**config.mk**
```make
export PLATFORM = sky130hd
export DESIGN_NAME = reset_gen
export DESIGN_NICKNAME = d
export VERILOG_FILES = /design/src/rtl/common.sv /design/src/rtl/cdc_sync.sv /design/src/rtl/reset_gen.sv
export SDC_FILE = /design/constraint.sdc
export NUM_CORES = 1
export LEC_CHECK = 0
export CELL_PAD_IN_SITES_DETAIL_PLACEMENT = 1
export CELL_PAD_IN_SITES_GLOBAL_PLACEMENT = 1
export CORE_ASPECT_RATIO = 0.7
export CORE_MARGIN = 8
export CORE_UTILIZATION = 25
export DETAILED_ROUTE_END_ITERATION = 12
export PLACE_DENSITY_LB_ADDON = 0.1
export RECOVER_POWER = 25
export SYNTH_ARGS = -nofsm -noshare
export SYNTH_HDL_FRONTEND = slang
export SYNTH_SLANG_ARGS = --single-unit
export TNS_END_PERCENT = 30
```
**constraint.sdc**
```tcl
create_clock -name clk_i -period 3.3 [get_ports clk_i]
set_input_delay 0.99 -clock clk_i [delete_from_list [all_inputs] [get_ports clk_i]]
set_output_delay 0.99 -clock clk_i [all_outputs]
set_load 0.02 [all_outputs]
```
**src/rtl/common.sv**
```systemverilog
// Shared types and helpers for the reset generator.
// Latency: none (types, constants and a pure function only).
// Backpressure: not applicable.
package common;

    // Domain reset state machine.
    typedef enum logic [1:0] {
        HOLD  = 2'd0,
        COUNT = 2'd1,
        RUN   = 2'd2
    } reset_state_t;

    localparam int HOLD_CNT_W = 16;
    localparam int DB_CNT_W   = 20;

    // Saturating increment for the 8-bit reset event counter.
    function automatic logic [7:0] sat_inc8(input logic [7:0] v);
        return (v == 8'hFF) ? v : v + 8'd1;
    endfunction

endpackage

```
**src/rtl/cdc_sync.sv**
```systemverilog
// Multi-flop synchronizer bringing one asynchronous bit into clk_i.
// Latency: STAGES clk_i cycles from input change to sync_o.
// Backpressure: none; free-running level synchronizer.
module cdc_sync #(
    parameter int STAGES = 2
) (
    input  logic clk_i,
    input  logic reset_i,
    input  logic async_i,
    output logic sync_o
);

    // Initial value matches the reset value so un-reset simulation starts at 0.
    logic [STAGES-1:0] chain = '0;

    // Shift the asynchronous level through the flop chain.
    always_ff @(posedge clk_i) begin
        if (reset_i) begin
            chain <= '0;
        end else begin
            chain <= {chain[STAGES-2:0], async_i};
        end
    end

    assign sync_o = chain[STAGES-1];

endmodule

```
**src/rtl/reset_gen.sv**
```systemverilog
// Domain reset generator: holds reset_o until PLL lock is stable and the button is idle.
// Latency: reset_o falls HOLD_CYCLES+1 cycles after the synchronized lock is first sampled.
// Backpressure: none; optional button debounce enabled by macro RESET_BUTTON_DEBOUNCE_EN.
module reset_gen
    import common::*;
#(
    parameter int SYNC_STAGES     = 2,
    parameter int HOLD_CYCLES     = 16,
    parameter int DEBOUNCE_CYCLES = 100000
) (
    input  logic       clk_i,
    input  logic       reset_i,
    input  logic       ready_async_i,
    input  logic       button_async_i,
    output logic       reset_o,
    output logic [7:0] reset_count_o
);

    localparam logic [HOLD_CNT_W-1:0] HOLD_LAST = HOLD_CNT_W'(HOLD_CYCLES - 1);

    // Reject illegal parameter values at elaboration.
    if (SYNC_STAGES < 2 || SYNC_STAGES > 4) begin : g_bad_sync
        $error("reset_gen: SYNC_STAGES out of range 2..4");
    end
    if (HOLD_CYCLES < 1 || HOLD_CYCLES > 65535) begin : g_bad_hold
        $error("reset_gen: HOLD_CYCLES out of range 1..65535");
    end
    if (DEBOUNCE_CYCLES < 1 || DEBOUNCE_CYCLES > 1048575) begin : g_bad_db
        $error("reset_gen: DEBOUNCE_CYCLES out of range 1..2^20-1");
    end

    logic ready_sync;
    logic button_sync;
    logic button_db;

    cdc_sync #(.STAGES(SYNC_STAGES)) u_ready_sync (
        .clk_i   (clk_i),
        .reset_i (reset_i),
        .async_i (ready_async_i),
        .sync_o  (ready_sync)
    );

    cdc_sync #(.STAGES(SYNC_STAGES)) u_button_sync (
        .clk_i   (clk_i),
        .reset_i (reset_i),
        .async_i (button_async_i),
        .sync_o  (button_sync)
    );

`ifdef RESET_BUTTON_DEBOUNCE_EN
    localparam logic [DB_CNT_W-1:0] DB_LAST = DB_CNT_W'(DEBOUNCE_CYCLES - 1);

    logic [DB_CNT_W-1:0] db_cnt = '0;
    logic                db_q   = 1'b0;

    // Accept a new button level only after it has differed for DEBOUNCE_CYCLES cycles in a row.
    always_ff @(posedge clk_i) begin
        if (reset_i) begin
            db_cnt <= '0;
            db_q   <= 1'b0;
        end else if (button_sync == db_q) begin
            db_cnt <= '0;
        end else if (db_cnt == DB_LAST) begin
            db_q   <= button_sync;
            db_cnt <= '0;
        end else begin
            db_cnt <= db_cnt + 1'b1;
        end
    end

    assign button_db = db_q;
`else
    assign button_db = button_sync;
`endif

    reset_state_t          state    = HOLD;
    logic [HOLD_CNT_W-1:0] hold_cnt = '0;
    logic                  reset_q  = 1'b1;
    logic [7:0]            count_q  = '0;

    // Reset state machine; reset_o is registered from the current state, so it
    // follows the state one cycle later and has no path from any input.
    always_ff @(posedge clk_i) begin
        if (reset_i) begin
            state    <= HOLD;
            hold_cnt <= '0;
            reset_q  <= 1'b1;
            count_q  <= '0;
        end else begin
            reset_q <= (state != RUN);
            case (state)
                HOLD: begin
                    if (ready_sync && !button_db) begin
                        state    <= COUNT;
                        hold_cnt <= '0;
                    end
                end
                COUNT: begin
                    hold_cnt <= hold_cnt + 1'b1;
                    // Losing lock or a button press beats a completed count.
                    if (!ready_sync || button_db) begin
                        state <= HOLD;
                    end else if (hold_cnt == HOLD_LAST) begin
                        state <= RUN;
                    end
                end
                RUN: begin
                    if (!ready_sync || button_db) begin
                        state   <= HOLD;
                        count_q <= sat_inc8(count_q);
                    end
                end
                default: state <= HOLD;
            endcase
        end
    end

    assign reset_o       = reset_q;
    assign reset_count_o = count_q;

endmodule

```
==> reports/qor.yml, run 1 <==
status: "complete, no violations"
max_clock_freq_mhz: 394
synth.area.top_cells: "dfxtp_1 43%, a21oi_1 4.8%, nand2_1 3.6%, or4_1 3.1%, nor2b_1 3.0%"
highest_layer: "met4"
cts_inserted_buffers: 5
synth_top_family_by_area: "simple AND/OR/NAND/NOR gates"
globalRouteOverflowTotal: 0
vias_per_cell: 5.24
area_delta_synth_final_pct: 20.8
antenna_found_initial: 0
wirelength_um: 4380
synth_top_area_share_pct: 42.9
ys_top_cells_by_count: "31 x dfxtp_1, 14 x a21oi_1, 14 x nand2_1, 11 x nor2_1, 7 x nor2b_1"
synth_fp_nets: 169
met2_length_um: 1910
setup_viol: 0
antenna_cells: 0
nNetsFinal: 185
syn_avg_cell_area_um2: 8.87
synth.most_common_cell: "dfxtp_1"
grt_pass1_vias: 1414
hold_slack_ns: 0.438
final_layout_size_suffix_gt1_share_pct: 7.22
muxShareOfSynthArea_pct: 3.03
synth_area_leader_cell: "dfxtp_1"
grt_max_degree: 13
yosys.area_share.adder_pct: 1.73
wl_met1_um: 2330
wl_met3_um: 104
crit_arrival_ns: 2.68
crit_path_max_fanout: 12
leakage_nw: 0.577
synthArstFlopShare_pct: 0
slew_violations: 0
powerDensity_nw_per_um2: 422
clkTransAtPathRegs_ns: 0.06
core_um2: 5670
ys_types: 44
place_congestion: 0.757
wl_per_cell_um: 17.2
ys_ff_latch: 31
antenna_left: 0
finClkSkew_ns: 0.00743
via_count: 1335
gr-usage-all-layers_pct: 10.8
reg2reg_depth: 5
htree_levels: 2
rows: 23
dr.pass1.iters: 4
initial_core_util_pct: 25.5
netlist_area_um2: 1450
portBuffers: 12
die_w_um: 107
cts_resized: 0
cts-root-buf: "clkbuf_8"
drt_iter0_drc: 46
rsz0062_at_grt: "no"
cts.path.max_buffers: 2
synthXorXnorAreaFrac_pct: 0
critPathKind: "input pin to flop"
fillers: 660
synth-main-ff-cell: "dfxtp_1"
synth-edff-count: 0
ys_seq_area_share_pct: 42.9
synth_compound_area_share_pct: 18.5
placedCellCount: 247
cts-hold-fix-buffers: 0
p_total_w: 0.000738
cts_tree: "built"
dp_hpwl_um: 3180
required_ns: 3.44
fin_cells: 255
grt_first_pass_wirelength_um: 7130
route.detailed.drc: 0
hp-class: "flop to flop"
end_kind: "flop"
clk_latency_ns: 0.28
clock-sinks: 31
setup-tns-final_ns: 0
final-hold-violation-count: 0
chipHeight_um: 79.6
num_io_pins: 13
netlist_instances: 163
synthSimpleGateAreaFrac_pct: 31.7
min_path_cells: 1
fin_crit_sh_pct: 76.9
ir_worst_vdd_uv: 133
finalCriticalPeriod_ns: 2.54
tightest_slew_ns: 0.645
post_cts.repair.setup_buffers: 0
max_cap_violations: 0
relSlewSlack_pct: 56.9
startpoint_type: "input pin"
die_area_um2: 8510
yosys_warnings: 0
==> through the flow <==
step | instance area [µm²] | worst slack [ns] | util (%)
detailed placement | 1660 | 0.884 | 29.2
finish | 1750 | 0.762 | 30.8
CTS | 1760 | 0.898 | 31.0
global route | 1750 | 0.594 | 30.8
global placement | 1660 | 0.945 | 29.2
floorplan | 1450 | 1.55 | -
==> where the power goes <==
group / internal (W) / switching [W] / leakage (nW) / total, W
registers: 0.000377 / 0.00000198 / 0.251 / 0.000379
clock network: 0.000190 / 0.000146 / 0.0515 / 0.000336
logic: 0.00000742 / 0.0000151 / 0.275 / 0.0000225
total: 0.000575 / 0.000163 / 0.577 / 0.000738
==> final cells by class <==
class	instances	area, µm²	area share, %
Multi-Input combinational cell	124	795	45.5
Sequential cell	31	621	35.5
Timing Repair Buffer	14	128	7.30
Clock buffer	8	100	5.73
Tap cell	75	93.8	5.37
Inverter	3	11.3	0.644
==> cell usage in the layout, fill, tap and decap left out, types with 5 or more instances in the layout <==
master / synthesis / routed
dfxtp_1: 31 / 31
nand2_1: 14 / 14
a21oi_1: 14 / 14
nor2_1: 11 / 11
clkdlybuf4s50_1: 0 / 11
nor2b_1: 7 / 7
clkbuf_8: 0 / 7
or4_1: 6 / 6
nand3_1: 6 / 6
nor3_1: 5 / 5
==> worst paths after layout <==
check	startpoint	endpoint	slack [ns]
worst min register to register	u_ready_sync.chain[0]	u_ready_sync.chain[1]	0.44
worst min-delay path	u_ready_sync.chain[0]	u_ready_sync.chain[1]	0.44
worst max-delay path	reset_i	reset_count_o[1]	0.76
worst max register to register	hold_cnt[0]	hold_cnt[14]	1.37
==> worst max-delay path: stages <==
cell           delay (ns)
dlygate4sd3_1        0.75
clkbuf_1             0.49
inv_1                0.24
nand2_1              0.12
mux2i_1              0.08
==> metal layers <==
layer  global-route usage (%)  up-vias
met5                        0        -
met4                     3.78        0
met3                     2.90        5
met2                     16.9        9
met1                     14.1      667
li1                         -      654
==> cells by family (layout without fill, tap and decap cells) <==
group / Yosys count / in the layout
compound gates: 40 / 40
flops: 31 / 31
mux: 4 / 4
simple gates: 78 / 78
fa+ha+maj: 2 / 2
buf+inv: 8 / 25
==> state kept, by name (all words and copies together), names as in the netlist <==
signal / flops
u_ready_sync.chain: 2
u_button_sync.chain: 2
state: 2
reset_o: 1
hold_cnt: 16
reset_count_o: 8
Note: power is estimated with default switching activity, not from simulation.
==> run 2, diff against run 1 <==
==> constraint.sdc (replaced) <==
create_clock -name clk_i -period 2.1 [get_ports clk_i]
set_input_delay 0.63 -clock clk_i [delete_from_list [all_inputs] [get_ports clk_i]]
set_output_delay 0.63 -clock clk_i [all_outputs]
set_load 0.02 [all_outputs]
==> reports/qor.yml, run 2 (synthesis results as in run 1) <==
largest_reg_flops: 16  # unchanged
final_layout_size_suffix_gt1_share_pct: 7.73  # +0.51 points
startpoint_type: "flop"
htree_levels: 2  # unchanged
path_cells: "clkdlybuf4s50_1"
grt_max_degree: 11  # -2
gr-usage-all-layers_pct: 10.7  # -0.10 points
core_um2: 5670  # unchanged
ir_worst_vdd_uv: 301  # +130%
max_clock_freq_mhz: 496
clk_latency_ns: 0.28  # about the same
place_congestion: 0.737  # -2.6%
grt_first_pass_wirelength_um: 7070  # -0.97%
nNetsFinal: 187  # +1.1%
crit_slowest_cell: "clkdlybuf4s50_1"
post_cts.repair.setup_buffers: 0  # unchanged
fin_cells: 256  # +0.39%
fillers: 654  # -0.91%
r2r-start: "hold_cnt[0]"
via_count: 1335  # unchanged
tightest_slew_ns: 0.608  # -0.0369 ns
finalCriticalPeriod_ns: 2.02
final_area_um2: 1750  # about the same
setup_viol: 0  # unchanged
worstHoldStart: "u_button_sync.chain[0]"
cpPeakStageDelay_ns: 0.66  # -0.09 ns
cts_tree: "built"
area_delta_synth_final_pct: 20.8  # about the same
required_ns: 1.47  # -1.97 ns
wl_per_cell_um: 16.7  # -2.6%
switching_share_pct: 22.6  # +0.49 points
initial_core_util_pct: 25.5  # unchanged
dp_hpwl_um: 3210  # +1.0%
busiest_layer: "met2"
postPlaceCellArea_um2: 1670  # +0.91%
clkPwrFrac_pct: 43.3  # -2.3 points
end_kind: "output port"
critPathKind: "flop to output port"
place_ws_ns: 0.252  # -0.632 ns
rsz0062_at_grt: "no"
wirelength_um: 4290  # -2.2%
p_seq_share_pct: 53.5  # +2.1 points
regMostFlops: "hold_cnt"
min_path_cells: 1  # unchanged
grt_use_met1_pct: 14.5  # +0.38 points
die_w_um: 107  # unchanged
drt_iter0_drc: 80  # +74%
layout_commonest_cell: "dfxtp_1"
dr.pass1.iters: 4  # unchanged
critPathTopFamily: "buffers and inverters"
grt_pass1_vias: 1320  # -6.6%
cts-root-buf: "clkbuf_8"
max_cap_violations: 0  # unchanged
p_comb_share_pct: 3.2  # about the same
use_met2_pct: 15.7  # -1.2 points
cts-hold-fix-buffers: 0  # unchanged
slew_violations: 0  # unchanged
relSlewSlack_pct: 59.4  # +2.5 points
antenna_cells: 0  # unchanged
finClkSkew_ns: 0.00552  # -0.00191 ns
leakage_nw: 0.579  # +0.38%
clkTransAtPathRegs_ns: 0.06  # about the same
portBuffers: 12  # unchanged
fin_ws_ns: 0.0844  # -0.678 ns
globalRouteOverflowTotal: 0  # unchanged
reg2reg_depth: 5  # unchanged
grt_util_met3_pct: 3.15  # +0.24 points
route.detailed.drc: 0  # unchanged
die_area_um2: 8510  # unchanged
vias_per_cell: 5.21  # -0.39%
placedCellCount: 249  # +0.81%
cts_inserted_buffers: 5  # unchanged
crit_path_max_fanout: 7  # -5
p_sw_w: 0.000251  # +54%
p_int_w: 0.000862  # +50%
setup-tns-final_ns: 0  # unchanged
r2r_end: "hold_cnt[14]"
r2r_slack_ns: 0.28  # -1.09 ns
whs_endpoint: "u_button_sync.chain[1]"
cts.path.max_buffers: 2  # unchanged
chipHeight_um: 79.6  # unchanged
antenna_left: 0  # unchanged
num_io_pins: 13  # unchanged
rows: 23  # unchanged
final_cell_mix: "31 x dfxtp_1, 14 x nand2_1, 14 x a21oi_1"
final-hold-violation-count: 0  # unchanged
multi_input_area_um2: 795  # unchanged
status: "complete, no violations"
worst-path-buf-inv: 1  # -2
fin_crit_sh_pct: 96.0
seq_area_um2: 621  # unchanged
cts_resized: 0  # unchanged
crit_arrival_ns: 1.39  # -1.29 ns
clock-sinks: 31  # unchanged
antenna_found_initial: 0  # unchanged
powerDensity_nw_per_um2: 637  # +51%
hold_slack_ns: 0.441  # +0.00286 ns
hp-class: "flop to flop"
-- run 2: cell types whose count changed in the layout (fill, tap and decap cells not counted) --
cell	previous run	this run
buf_4	0	1
clkbuf_8	7	6
clkinv_2	0	1
-- run 2: power by group through the flow --
stage	clock network, W	registers (W)	logic (W)
after floorplan	0	0.000608	0.0000210
after global placement	0	0.000609	0.0000379
after detailed placement	0	0.000609	0.0000388
after CTS	0.000504	0.000595	0.0000389
after global routing	0.000531	0.000596	0.0000394
final	0.000482	0.000596	0.0000355
-- run 2: metal layers --
layer / up-vias / wire length [µm] / share of wire (%)
li1: 658 / - / -
met1: 648 / 2220 / 52
met2: 25 / 1820 / 42
met3: 4 / 206 / 4.8
met4: 0 / 44 / 1.0
met5: - / 0 / 0
-- run 2: metrics by stage --
| step | power (W) | utilization (%) |
|---|---|---|
| floorplan | 0.000629 | - |
| global placement | 0.000647 | 29.5 |
| detailed placement | 0.000648 | 29.5 |
| CTS | 0.00114 | 31.0 |
| global route | 0.00117 | 30.8 |
| finish | 0.00111 | 30.8 |
-- run 2: final cells by class --
type,instances,share of cell area [%]
Multi-Input combinational cell,124,45.5
Sequential cell,31,35.5
Timing Repair Buffer,16,7.95
Tap cell,75,5.37
Clock buffer,6,4.73
Inverter,3,0.645
Clock inverter,1,0.287
-- run 2: how the worst max path moves through the flow --
stage	start	to	slack, ns	cells after the start
final	reset_count_o[3]	reset_count_o[3]	0.08	1
after global routing	reset_count_o[3]	reset_count_o[3]	0.01	1
after CTS	reset_count_o[3]	reset_count_o[3]	0.05	1
after detailed placement	reset_i	hold_cnt[10]	0.25	4
after global placement	reset_i	hold_cnt[10]	0.34	4
after floorplan	hold_cnt[0]	hold_cnt[14]	0.50	6
